## src/rtl/alu_arbiter.sv

```systemverilog
// Round-robin arbiter sharing one ALU between two requesters.
// One operation in flight: accept (IDLE) -> drive ALU (ISSUE) -> respond (RESP).
module alu_arbiter #(
  parameter int unsigned DATA_W = 8,
  parameter int unsigned FLAG_W = 2
) (
  input  logic              clk_i,
  input  logic              rst_i,

  input  logic              req0_valid_i,
  input  logic              req0_op_i,
  input  logic [DATA_W-1:0] req0_a_i,
  input  logic [DATA_W-1:0] req0_b_i,
  output logic              req0_ready_o,
  output logic              rsp0_valid_o,
  output logic [DATA_W-1:0] rsp0_result_o,
  output logic [FLAG_W-1:0] rsp0_flags_o,

  input  logic              req1_valid_i,
  input  logic              req1_op_i,
  input  logic [DATA_W-1:0] req1_a_i,
  input  logic [DATA_W-1:0] req1_b_i,
  output logic              req1_ready_o,
  output logic              rsp1_valid_o,
  output logic [DATA_W-1:0] rsp1_result_o,
  output logic [FLAG_W-1:0] rsp1_flags_o,

  output logic              alu_op_o,
  output logic [DATA_W-1:0] alu_operand1_o,
  output logic [DATA_W-1:0] alu_operand2_o,
  input  logic [DATA_W-1:0] alu_result_i,
  input  logic [FLAG_W-1:0] alu_flags_i
);

  typedef enum logic [1:0] {StIdle, StIssue, StResp} state_e;

  state_e              state_q, state_d;
  logic                gnt_q, gnt_d;
  logic                last_q, last_d;
  logic                op_q, op_d;
  logic [DATA_W-1:0]   a_q, a_d;
  logic [DATA_W-1:0]   b_q, b_d;
  logic [DATA_W-1:0]   res_q, res_d;
  logic [FLAG_W-1:0]   flg_q, flg_d;
  logic                pick;
  logic                accept;

  // Tie goes to the port that did not win last time; otherwise the lone requester.
  always_comb begin
    if (req0_valid_i && req1_valid_i) begin
      pick = ~last_q;
    end else begin
      pick = ~req0_valid_i;
    end
  end

  assign accept = (state_q == StIdle) && (req0_valid_i || req1_valid_i);

  always_comb begin
    state_d = state_q;
    gnt_d   = gnt_q;
    last_d  = last_q;
    op_d    = op_q;
    a_d     = a_q;
    b_d     = b_q;
    res_d   = res_q;
    flg_d   = flg_q;
    unique case (state_q)
      StIdle: begin
        if (accept) begin
          state_d = StIssue;
          gnt_d   = pick;
          last_d  = pick;
          op_d    = pick ? req1_op_i : req0_op_i;
          a_d     = pick ? req1_a_i  : req0_a_i;
          b_d     = pick ? req1_b_i  : req0_b_i;
        end
      end
      StIssue: begin
        res_d   = alu_result_i;
        flg_d   = alu_flags_i;
        state_d = StResp;
      end
      StResp: begin
        state_d = StIdle;
      end
      default: begin
        state_d = StIdle;
      end
    endcase
  end

  always_ff @(posedge clk_i or posedge rst_i) begin
    if (rst_i) begin
      state_q <= StIdle;
      gnt_q   <= 1'b0;
      last_q  <= 1'b1;
      op_q    <= 1'b0;
      a_q     <= '0;
      b_q     <= '0;
      res_q   <= '0;
      flg_q   <= '0;
    end else begin
      state_q <= state_d;
      gnt_q   <= gnt_d;
      last_q  <= last_d;
      op_q    <= op_d;
      a_q     <= a_d;
      b_q     <= b_d;
      res_q   <= res_d;
      flg_q   <= flg_d;
    end
  end

  // Ready is masked while reset is held so no handshake appears to complete.
  assign req0_ready_o   = accept && !pick && !rst_i;
  assign req1_ready_o   = accept &&  pick && !rst_i;

  assign rsp0_valid_o   = (state_q == StResp) && !gnt_q;
  assign rsp1_valid_o   = (state_q == StResp) &&  gnt_q;
  assign rsp0_result_o  = res_q;
  assign rsp1_result_o  = res_q;
  assign rsp0_flags_o   = flg_q;
  assign rsp1_flags_o   = flg_q;

  assign alu_op_o       = op_q;
  assign alu_operand1_o = a_q;
  assign alu_operand2_o = b_q;

endmodule

```

## config.mk

```make
export PLATFORM = sky130hd
export DESIGN_NAME = alu_arbiter
export DESIGN_NICKNAME = d
export VERILOG_FILES = /design/src/rtl/alu_arbiter.sv
export SDC_FILE = /design/constraint.sdc
export NUM_CORES = 1
export LEC_CHECK = 0
export BUFFER_PORTS_ARGS = -buffer_cell sky130_fd_sc_hd__buf_2
export CAP_MARGIN = 20
export CELL_PAD_IN_SITES_DETAIL_PLACEMENT = 1
export CELL_PAD_IN_SITES_GLOBAL_PLACEMENT = 1
export CORE_ASPECT_RATIO = 0.6
export CORE_MARGIN = 3
export CORE_UTILIZATION = 31
export CTS_CLUSTER_DIAMETER = 50
export DETAILED_ROUTE_END_ITERATION = 7
export GPL_ROUTABILITY_DRIVEN = 1
export GPL_TIMING_DRIVEN = 0
export HOLD_SLACK_MARGIN = 0.02
export PLACE_DENSITY_LB_ADDON = 0.25
export SLEW_MARGIN = 0
export SYNTH_ARGS = -nofsm -noshare
export SYNTH_HDL_FRONTEND = slang
export SYNTH_SLANG_ARGS = --single-unit
```

## constraint.sdc

```tcl
create_clock -name clk_i -period 1.78 [get_ports clk_i]
set_input_delay 0.356 -clock clk_i [delete_from_list [all_inputs] [get_ports clk_i]]
set_output_delay 0.356 -clock clk_i [all_outputs]
set_load 0.02 [all_outputs]
```

==> qor.txt <==
Worst rel slew slack = 59.2%
Final Hold Vio Count = 0
Max Cap Viol = 0
Pre-antenna DRT Iters = 4
Worst Path Class, Setup = reg2out
Met2 usage = 29.6%
Core area = 0.00426 mm^2
RD Place Congestion = 0.700
Worst Path Required = 1.42 ns
Placed insts = 260
H-tree levels = 2
Worst path max stage delay = 0.55 ns
Register area share after synthesis = 54.4%
CP Capture Point = req0_ready_o
HP Class = in2async
Area leader, netlist = dfrtp_1
Yosys cell types = 22
Layout cells sized above 1 = 64.4%
Type of origin of the critical path = flop
Post-synthesis cell area = 0.00143 mm^2
Delay-heaviest family, CP = flip-flops
GRT Util Overall = 16.5%
Final ANT Viol Nets = 0
Die Area = 0.00548 mm^2
F_max = 583 MHz
Largest net degree at the start of global routing = 21
Fill cells = 485
Clock buffer depth = 2
CP max FO = 3
Syn Inst Count = 111
Async SR Flop Fraction = 100%
# diodes = 0
Worst skew pair latency = 0.27 ns
Core Util, Final = 51.3%
Worst r2r src = state_q[0]$_DFFE_PP0P_
Routed len/inst = 15.7 um
Num CTS Buffers = 5
Met3 usage = 4.85%
Worst Max-Slew Pin Slew = 0.610 ns
RR Endpoint = alu_operand1_o[2]$_DFFE_PP0P_
FF+latch count, synth = 31
Area Growth Syn to Fin = 53.0%
Dpl hpwl = 3.28 mm
First-pass GRT wire length = 6.91 mm
CP max-delay cell = dfstp_2
Fin area = 0.00218 mm^2
CTS clk-pin slew, worst paths = 0.06 ns
Met1 Track Usage GR = 19.3%
Worst VDD drop = 0.000661 V
Die X = 93.6 um
Syn_nets = 159
Critical Path Stages = 4
DR DRC count = 0
Final Critical Period = 1.72 ns
# clock sinks = 31
Crit path from = last_q$_DFFE_PP1P_
Drt total wl = 4.33 mm
Pwr/cell area = 1980 mW/mm^2
Worst path cell trace = nand2b_4, and3_4, and2_4, buf_6
Port buffer count = 88
Worst Skew = 0.00360 ns
Post-synth EDFFs = 0
I/O pins = 89
Lkg Pwr = 1.14 nW
Yosys warnings = 0
Cell Rows = 18
CTS tree = built
Pre-CTS setup slack = -0.0659 ns
Remaining Overflow, GRT = 0
Kind of end point of the critical path = primary output
Most frequent cells in the layout = buf_2, dfrtp_1, buf_4
Top-area cell type share of the netlist area = 52.6%
CTS root buf = clkbuf_8
Slew Viols, Final = 0
Hold_ws = 0.114 ns
Fin nets = 263
Final setup margin = 0.0636 ns
Area of the multi-input gates = 536 um^2
Initial antenna violation count = 0
Vias in the first global route = 1397
Most used routing layer in global routing = met2
Setup Total Neg Slack = 0 ns
Syn avg cell area = 12.9 um^2
FF/Latch Area = 777 um^2
Die Y = 58.6 um
CP bufs+invs = 1
Pwr Total = 4.33 mW
Crit share post-route = 96.4%
FF-to-FF setup slack = 0.15 ns
Unrepaired setup endpoints after global routing = true
Post-place instance area = 0.00197 mm^2
Finished Layout Cells = 276
Ys flop type = dfrtp_1
Initial drt markers = 36
Via/cell ratio = 4.66
Most common cell after layout, fill and taps aside = buf_2
Vias post-DR = 1285
Status = completed
Starting Density = 33.5%
Synth area leaders = dfrtp_1, a221o_1, o21a_1, mux2_2, buf_4
Reg2reg path depth = 6
Final setup violation count = 0
CP Data Arrival Time = 1.36 ns
-- cells by family after synthesis --
logic type	after synthesis	share of synthesized area, %
AOI/OAI and AO/OA	37	22.3
DFF	31	54.4
buffers and inverters	21	10.3
and+or+nand+nor	12	5.08
muxes	10	7.89
-- layer usage --
metal	part of all wire [%]	routed length [um]
met1	41	1790
met2	50	2160
met3	7.7	333
met4	0.92	40
met5	0	0
-- worst min path at each step --
stage,start,slack [ns],cells past startpoint,endpoint
global route,rst_i,0.12,3,alu_operand1_o[3]$_DFFE_PP0P_
floorplan,rst_i,0.47,1,alu_op_o$_DFFE_PP0P_
global placement,gnt_q$_DFFE_PP0P_,0.49,1,gnt_q$_DFFE_PP0P_
finish,rst_i,0.11,3,rsp0_result_o[6]$_DFFE_PP0N_
CTS,rst_i,0.06,2,rsp0_result_o[6]$_DFFE_PP0N_
detailed placement,rst_i,0.47,2,rsp0_result_o[6]$_DFFE_PP0N_
-- cells in the mapped netlist (2+ instances only) --
cell type and instances:
dfrtp_1 30, a221o_1 17, o21a_1 17, buf_4 10
mux2_2 8, buf_2 4, inv_1 3, a21o_1 2
and2_1 2, and3_1 2, buf_6 2, mux2_1 2
nand2b_1 2, nor2_1 2
-- tightest hold or removal path, stage by stage --
cell        delay [ns]
buf_2             0.11
clkinvlp_4        0.11
buf_4             0.13
-- what timing repair did --
action                                  CTS  global route
hold endpoints to repair                  0             1
resized for setup                        15             3
setup buffers                             3             7
endpoints found under the setup margin    2             2
pin swaps                                 2             1
hold buffers                              0             1
-- flip-flops by register name, summed over array words and instances (netlist names) --
signal,cells
alu_op_o,1
alu_operand1_o,8
alu_operand2_o,8
gnt_q,1
last_q,1
rsp0_flags_o,2
rsp0_result_o,8
state_q,2
-- power breakdown --
group	switching (mW)	total, mW	internal (mW)
combinational	1.28	2.43	1.15
clock	0.246	0.599	0.353
sequential	0.234	1.31	1.07
total	1.76	4.33	2.57
-- final cells by class --
type / count / area share [%]
Inverter: 3 / 0.687
Timing Repair Buffer: 100 / 25.9
Clock buffer: 8 / 4.58
Tap cell: 60 / 3.44
Buffer: 15 / 5.33
Sequential cell: 31 / 35.6
Multi-Input combinational cell: 59 / 24.5
(Power assumes the default switching activity.)
